[src/rtl/sa_frame_ctrl_pkg.sv]
// Shared types and constants for the UART-fed systolic array frame controller.
// The CHECK state exists only when SA_FRAME_CTRL_CHECKSUM_EN is defined.
package sa_frame_pkg;

  localparam logic [7:0] SYNC_BYTE    = 8'hA5;
  localparam logic [7:0] NAK_BYTE     = 8'hEE;
  localparam int         RESULT_BYTES = 4;

  typedef enum logic [2:0] {
    IDLE     = 3'd0,
    LOAD_ACT = 3'd1,
    LOAD_WGT = 3'd2,
    COMPUTE  = 3'd3,
`ifdef SA_FRAME_CTRL_CHECKSUM_EN
    SEND     = 3'd4,
    CHECK    = 3'd5
`else
    SEND     = 3'd4
`endif
  } state_t;

endpackage

[src/rtl/sa_frame_ctrl_if.sv]
// UART byte-level signals between the frame controller (master) and the UART (slave).
// rx_valid is a one-cycle strobe with rx_data; tx_start is a one-cycle request
// that may only be raised while tx_busy is low, and tx_busy rises the cycle after.
interface sa_frame_ctrl_if;
  logic       rx_valid;
  logic [7:0] rx_data;
  logic       tx_busy;
  logic       tx_start;
  logic [7:0] tx_data;

  modport master (input rx_valid, rx_data, tx_busy, output tx_start, tx_data);
  modport slave  (output rx_valid, rx_data, tx_busy, input tx_start, tx_data);
endinterface

[src/rtl/sa_frame_ctrl_tx_seq.sv]
// Transmit sequencer: sends up to four bytes MSB-first from a loaded word,
// pacing tx_start against tx_busy, and pulses done once the last byte has gone.
module sa_frame_tx_seq (
  input  logic        clk,
  input  logic        reset,
  input  logic        load,
  input  logic [31:0] load_data,
  input  logic [2:0]  load_count,
  input  logic        tx_busy,
  output logic        tx_start,
  output logic [7:0]  tx_data,
  output logic        done
);

  logic [31:0] shreg;
  logic [2:0]  remaining;
  logic        active;

  always_ff @(posedge clk or negedge reset) begin
    if (!reset) begin
      shreg     <= '0;
      remaining <= '0;
      active    <= 1'b0;
      tx_start  <= 1'b0;
      tx_data   <= '0;
      done      <= 1'b0;
    end else begin
      tx_start <= 1'b0;
      done     <= 1'b0;
      if (load) begin
        shreg     <= load_data;
        remaining <= load_count;
        active    <= 1'b1;
      end else if (active && !tx_busy && !tx_start) begin
        // tx_busy only rises the cycle after tx_start, so the !tx_start term
        // prevents a second request in the gap.
        if (remaining != 3'd0) begin
          tx_start  <= 1'b1;
          tx_data   <= shreg[31:24];
          shreg     <= {shreg[23:0], 8'h00};
          remaining <= remaining - 3'd1;
        end else begin
          done   <= 1'b1;
          active <= 1'b0;
        end
      end
    end
  end

endmodule

[src/rtl/sa_frame_ctrl.sv]
// Frame controller: sync byte, 4 activation bytes, 4 weight bytes, a timed
// compute burst, then results sent back. SA_FRAME_CTRL_CHECKSUM_EN adds an XOR check byte.
module sa_frame_ctrl
  import sa_frame_pkg::*;
#(
  parameter int COMPUTE_CYCLES = 4,
  parameter int TIMEOUT_CYCLES = 1000000
) (
  input  logic                   clk,
  input  logic                   reset,
  sa_frame_ctrl_if.master        uart,
  output logic [31:0]            activation_stream,
  output logic [31:0]            weight_stream,
  output logic                   array_clr,
  output logic                   array_en,
  input  logic [15:0]            final_result_0,
  input  logic [15:0]            final_result_1,
  output logic                   led_red,
  output logic                   led_blue,
  output logic                   led_green,
  output logic                   busy,
  output logic                   err,
  output state_t                 state
);

  localparam int TW = (TIMEOUT_CYCLES > 1) ? $clog2(TIMEOUT_CYCLES + 1) : 1;

  logic [1:0]    byte_cnt;
  logic [TW-1:0] timer;
  logic [7:0]    cyc_cnt;
  logic          tx_load;
  logic [31:0]   tx_load_data;
  logic [2:0]    tx_load_count;
  logic          tx_done;
`ifdef SA_FRAME_CTRL_CHECKSUM_EN
  logic [7:0]    chk;
`endif

  // Status flags decode straight from the state register.
  assign busy     = (state != IDLE);
  assign led_red  = (state == LOAD_ACT) || (state == LOAD_WGT);
  assign led_blue = (state == COMPUTE);

  always_ff @(posedge clk or negedge reset) begin
    if (!reset) begin
      state             <= IDLE;
      activation_stream <= '0;
      weight_stream     <= '0;
      array_clr         <= 1'b0;
      array_en          <= 1'b0;
      led_green         <= 1'b0;
      err               <= 1'b0;
      byte_cnt          <= '0;
      timer             <= '0;
      cyc_cnt           <= '0;
      tx_load           <= 1'b0;
      tx_load_data      <= '0;
      tx_load_count     <= '0;
`ifdef SA_FRAME_CTRL_CHECKSUM_EN
      chk               <= '0;
`endif
    end else begin
      array_clr <= 1'b0;
      tx_load   <= 1'b0;
      case (state)
        IDLE: begin
          if (uart.rx_valid && uart.rx_data == SYNC_BYTE) begin
            state     <= LOAD_ACT;
            array_clr <= 1'b1;
            err       <= 1'b0;
            led_green <= 1'b0;
            byte_cnt  <= '0;
            timer     <= '0;
`ifdef SA_FRAME_CTRL_CHECKSUM_EN
            chk       <= '0;
`endif
          end
        end
        LOAD_ACT, LOAD_WGT: begin
          if (uart.rx_valid) begin
            timer    <= '0;
            byte_cnt <= byte_cnt + 2'd1;
`ifdef SA_FRAME_CTRL_CHECKSUM_EN
            chk      <= chk ^ uart.rx_data;
`endif
            if (state == LOAD_ACT) activation_stream <= {activation_stream[23:0], uart.rx_data};
            else                   weight_stream     <= {weight_stream[23:0], uart.rx_data};
            if (byte_cnt == 2'd3) begin
              byte_cnt <= '0;
              if (state == LOAD_ACT) begin
                state <= LOAD_WGT;
              end else begin
`ifdef SA_FRAME_CTRL_CHECKSUM_EN
                state    <= CHECK;
`else
                state    <= COMPUTE;
                array_en <= 1'b1;
                cyc_cnt  <= '0;
`endif
              end
            end
          end else if (timer == TW'(TIMEOUT_CYCLES - 1)) begin
            state <= IDLE;
            err   <= 1'b1;
          end else begin
            timer <= timer + TW'(1);
          end
        end
`ifdef SA_FRAME_CTRL_CHECKSUM_EN
        CHECK: begin
          if (uart.rx_valid) begin
            if (uart.rx_data == chk) begin
              state    <= COMPUTE;
              array_en <= 1'b1;
              cyc_cnt  <= '0;
            end else begin
              state         <= IDLE;
              err           <= 1'b1;
              tx_load       <= 1'b1;
              tx_load_data  <= {NAK_BYTE, 24'h000000};
              tx_load_count <= 3'd1;
            end
          end else if (timer == TW'(TIMEOUT_CYCLES - 1)) begin
            state <= IDLE;
            err   <= 1'b1;
          end else begin
            timer <= timer + TW'(1);
          end
        end
`endif
        COMPUTE: begin
          if (uart.rx_valid) err <= 1'b1;
          cyc_cnt <= cyc_cnt + 8'd1;
          if (cyc_cnt == 8'(COMPUTE_CYCLES - 1)) array_en <= 1'b0;
          // One settle cycle after the last enable so the final accumulate is captured.
          if (cyc_cnt == 8'(COMPUTE_CYCLES)) begin
            state         <= SEND;
            tx_load       <= 1'b1;
            tx_load_data  <= {final_result_0, final_result_1};
            tx_load_count <= 3'(RESULT_BYTES);
          end
        end
        SEND: begin
          if (uart.rx_valid) err <= 1'b1;
          if (tx_done) begin
            state     <= IDLE;
            led_green <= 1'b1;
          end
        end
        default: state <= IDLE;
      endcase
    end
  end

  sa_frame_tx_seq u_tx_seq (
    .clk        (clk),
    .reset      (reset),
    .load       (tx_load),
    .load_data  (tx_load_data),
    .load_count (tx_load_count),
    .tx_busy    (uart.tx_busy),
    .tx_start   (uart.tx_start),
    .tx_data    (uart.tx_data),
    .done       (tx_done)
  );

endmodule

[src/flat_wrapper.sv]
// flat-port wrapper written by rule: the top's interface ports become plain ports
module sa_frame_ctrl_flat import sa_frame_pkg::*;
#(
  parameter int COMPUTE_CYCLES = 4,
  parameter int TIMEOUT_CYCLES = 1000000
)
  (clk, reset, activation_stream, weight_stream, array_clr, array_en, final_result_0, final_result_1, led_red, led_blue, led_green, busy, err, state, uart_rx_valid, uart_rx_data, uart_tx_busy, uart_tx_start, uart_tx_data);
  sa_frame_ctrl_if uart_i ();
  input  logic clk;
  input  logic reset;
  output logic [31:0] activation_stream;
  output logic [31:0] weight_stream;
  output logic array_clr;
  output logic array_en;
  input  logic [15:0] final_result_0;
  input  logic [15:0] final_result_1;
  output logic led_red;
  output logic led_blue;
  output logic led_green;
  output logic busy;
  output logic err;
  output state_t state;
  input wire logic [$bits(uart_i.rx_valid)-1:0] uart_rx_valid;
  input wire logic [$bits(uart_i.rx_data)-1:0] uart_rx_data;
  input wire logic [$bits(uart_i.tx_busy)-1:0] uart_tx_busy;
  output wire logic [$bits(uart_i.tx_start)-1:0] uart_tx_start;
  output wire logic [$bits(uart_i.tx_data)-1:0] uart_tx_data;
  assign uart_i.rx_valid = uart_rx_valid;
  assign uart_i.rx_data = uart_rx_data;
  assign uart_i.tx_busy = uart_tx_busy;
  assign uart_tx_start = uart_i.tx_start;
  assign uart_tx_data = uart_i.tx_data;
  sa_frame_ctrl #(.COMPUTE_CYCLES(COMPUTE_CYCLES), .TIMEOUT_CYCLES(TIMEOUT_CYCLES)) u_core (.clk(clk), .reset(reset), .uart(uart_i), .activation_stream(activation_stream), .weight_stream(weight_stream), .array_clr(array_clr), .array_en(array_en), .final_result_0(final_result_0), .final_result_1(final_result_1), .led_red(led_red), .led_blue(led_blue), .led_green(led_green), .busy(busy), .err(err), .state(state));
endmodule
[config.mk]
export PLATFORM = sky130hd
export DESIGN_NAME = sa_frame_ctrl_flat
export DESIGN_NICKNAME = d
export VERILOG_FILES = /design/src/rtl/sa_frame_ctrl_pkg.sv /design/src/rtl/sa_frame_ctrl_if.sv /design/src/rtl/sa_frame_ctrl_tx_seq.sv /design/src/rtl/sa_frame_ctrl.sv /design/src/flat_wrapper.sv
export SDC_FILE = /design/constraint.sdc
export NUM_CORES = 1
export LEC_CHECK = 0
export ABC_CLOCK_PERIOD_IN_PS = 4450
export CORE_MARGIN = 5
export CORE_UTILIZATION = 45
export CTS_CLUSTER_SIZE = 12
export DETAILED_ROUTE_END_ITERATION = 8
export PLACE_DENSITY = 0.69
export SLEW_MARGIN = 20
export SYNTH_ARGS = -nofsm -noshare
export SYNTH_HDL_FRONTEND = slang
export SYNTH_SLANG_ARGS = --single-unit
export TNS_END_PERCENT = 20
[constraint.sdc]
create_clock -name clk -period 4.45 [get_ports clk]
set_clock_uncertainty 0.15 [all_clocks]
set_input_delay 0.89 -clock clk [delete_from_list [all_inputs] [get_ports clk]]
set_output_delay 0.89 -clock clk [all_outputs]
set_load 0.05 [all_outputs]
==> flow_summary.yaml <==
power:
  intPower_w: 0.004314
  leakagePower_nw: 4.456
  netSwitchingFraction: 0.4214
  pwr-share-seq: 0.363
  powerDensity_nw_per_um2: 753.2
  power.total_w: 0.007456
  switching_power_w: 0.003142
  p_clk_frac: 0.197
  p_comb_frac: 0.440
  ir_worst_vdd_mv: 0.5158
clocking:
  cts-root-buf: "clkbuf_16"
  cts_buffer_depth: 2
  cts_resized: 0
  cts.clk_slew.worst_paths_ns: 0.07
  htree_num_levels: 4
  clock-sinks: 181
  cts_buffers: 17
  ctsHoldBuffers: 0
  clock_latency_ns: 0.42
  postCtsSetupBuffers: 0
  cts_tree: "yes"
global_route:
  groute.usage.overall: 0.1680
  grt_max_degree: 109
  grt_pass1_vias: 5220
  grt_overflow: 0
  antenna_found_initial: 0
  grt_first_pass_wirelength_um: 27300
finish:
  drive_gt1_frac: 0.1171
  nets: 797
  area_growth_pct: 25.69
  n_antenna_cell: 0
timing:
  fin_crit_sh: 0.8107
  worst_pin_slew_ns: 0.9757
  hold_viol_final: 0
  period_minus_slack_ns: 3.608
  slew_violations: 0
  finalSetupViolCount: 0
  rsz0062_at_grt: "false"
  max_freq_mhz: 277.2
  max_slew_margin: 0.3496
  finalSetupTns_ns: 0
placed_design:
  gp_congestion: 0.8223
  dp_hpwl_um: 11570
  io_buffers: 126
synthesis:
  synth.avg_cell_area_um2: 12.52
  yosysSeqAreaShare: 0.5751
  syn-cell-area_um2: 7876
  synth.most_common_cell: "dfrtp_1"
  syn-num-nets: 679
  yosys_warnings: 0
  synthMuxAreaShare: 0.1949
  yosys.area.top_type: "dfrtp_1"
  synth_top_area_frac: 0.5751
  synth_enable_flop_cells: 0
  synth_common_cells: "dfrtp_1 (181), mux2_1 (75), nand2_1 (64)"
  synth_cells: 629
  synth_seq_cells: 181
  synth.distinct_cells: 59
  synth-xor-area-share: 0.005401
  synth_flop_cell: "dfrtp_1"
  netlist_top_cells_area: "dfrtp_1 (58%), mux2_1 (11%), mux2_4 (5.1%)"
  synth_simple_gate_area_frac: 0.09722
  synth_adder_area_share: 0.009531
  synth_top_family_by_area: "multiplexers"
  synth-async-reset-ratio: 1.000
  synth_compound_area_frac: 0.08689
drt:
  wl_per_cell_um: 16.73
  drt_iter0_markers: 318
  num_vias: 5244
  drt_wl_total_um: 16480
  ant_nets: 0
  drc: 0
  detailedRoute.firstPassIterationCount: 4
  viasPerCell: 5.324
floorplanning:
  row_count: 48
  coreArea_um2: 17240
  die_h_um: 142.3
  start_util: 0.4570
  dieArea_um2: 20250
  io_pins: 127
  die_w_um: 142.3
critical_path:
  required_ns: 3.41
  criticalPathCategory: "flip-flop to primary output"
  worst_setup_path_start_kind: "flip-flop"
  crit_path_max_fanout: 12
  cp_data_arrival_time_ns: 2.57
  endpoint_kind: "primary output"
min_path:
  hold_path.class: "flip-flop to flip-flop"
status:
  status: "complete, no violations"
flow_run:
  drv_cap: 0
## path summary, 6_finish.rpt
path / endpoint / start / depth (start not counted) / slack, ns
worst min register to register: u_core.tx_load_count[2] / u_core.tx_load_count[2] / 1 / 0.31
max in group asynchronous: u_core.timer[14] / reset / 2 / 2.68
worst min-delay path: u_core.tx_load_count[2] / u_core.tx_load_count[2] / 1 / 0.31
worst max-delay path: led_blue / u_core.state[1] / 4 / 0.84
min in group asynchronous: u_core.activation_stream[27] / reset / 1 / 0.38
worst max register to register: u_core.tx_load_data[31] / u_core.state[1] / 5 / 1.72
## flip-flops by register name (all words and copies together) (netlist names)
name,flops
u_core.weight_stream,32
u_core.timer,20
u_core.state,3
u_core.u_tx_seq.active,1
u_core.array_en,1
u_core.tx_load_data,32
u_core.led_green,1
u_core.array_clr,1
u_core.u_tx_seq.remaining,3
u_core.u_tx_seq.done,1
u_core.cyc_cnt,8
u_core.err,1
u_core.activation_stream,32
u_core.u_tx_seq.tx_data,8
u_core.tx_load_count,1
u_core.u_tx_seq.shreg,32
u_core.u_tx_seq.tx_start,1
u_core.tx_load,1
u_core.byte_cnt,2
## power by group through the flow
stage                     clock [W]  combinational, W  sequential (W)
after global placement            0           0.00324         0.00271
final                       0.00147           0.00328         0.00271
after floorplan                   0           0.00116         0.00374
after global routing        0.00158           0.00347         0.00279
after detailed placement          0           0.00330         0.00274
after CTS                   0.00150           0.00331         0.00271
## per-layer routing
| metal | vias to the layer above | GRT usage | share of wire | wire (um) |
|---|---|---|---|---|
| met4 | 0 | 0.04902 | 0.011 | 184 |
| met1 | 2636 | 0.2275 | 0.45 | 7362 |
| met2 | 115 | 0.2738 | 0.50 | 8234 |
| li1 | 2481 | - | - | - |
| met5 | - | 0 | 0 | 0 |
| met3 | 12 | 0.03763 | 0.042 | 698 |
## cells by family (layout without fill, tap and decap cells)
group	Yosys count	count (layout)
AOI/OAI and AO/OA	117	117
xor gates and xnor gates	4	4
adders and majority gates	6	6
buffers and inverters	47	178
DFF	181	181
muxes	130	130
and+or+nand+nor	144	144
## final cells by class
cell class / instances / area [um^2]
fill: 1337 / 7337
sequential: 181 / 4531
multi-input combinational: 401 / 3120
timing repair buffer: 136 / 1350
clock buffer: 18 / 439.2
tap: 225 / 281.5
clock inverter: 14 / 140.1
inverter: 10 / 37.54
## layout by cell type (no fill, tap or decap), types with 4 or more instances in the layout
cell type,n
dfrtp_1,180
mux2_4,27
mux2_1,75
ha_1,6
clkbuf_16,17
nor2_1,19
inv_6,6
nand2b_1,6
a31oi_1,8
mux2_2,4
and3_1,8
or3_1,5
nand4_1,8
inv_1,8
buf_4,9
nand3_1,8
clkdlybuf4s50_1,125
nand2_1,64
mux2i_1,24
a21oi_1,16
o21ai_1,61
o21ai_0,5
## per-stage QoR
| stage | setup WS, ns | area [um^2] | std cells | hold WS, ns | util |
|---|---|---|---|---|---|
| after floorplan | 1.787 | 7876 | 629 | 0.2850 | - |
| after global placement | 1.096 | 9300 | 952 | 0.3030 | 0.5396 |
| after detailed placement | 1.095 | 9300 | 952 | 0.3027 | 0.5396 |
| after CTS | 0.8218 | 9879 | 984 | 0.3215 | 0.5732 |
| after global routing | 0.6511 | 9899 | 985 | 0.3420 | 0.5743 |
| final | 0.8423 | 9899 | 985 | 0.3145 | 0.5743 |
## critical path: stages (launching register included)
cell and delay, ns:
dfrtp_1 0.62, and2_2 0.28, nand2b_1 0.21, inv_2 0.21
clkdlybuf4s50_1 0.83
No activity file was read; power rests on OpenSTA's default activity.
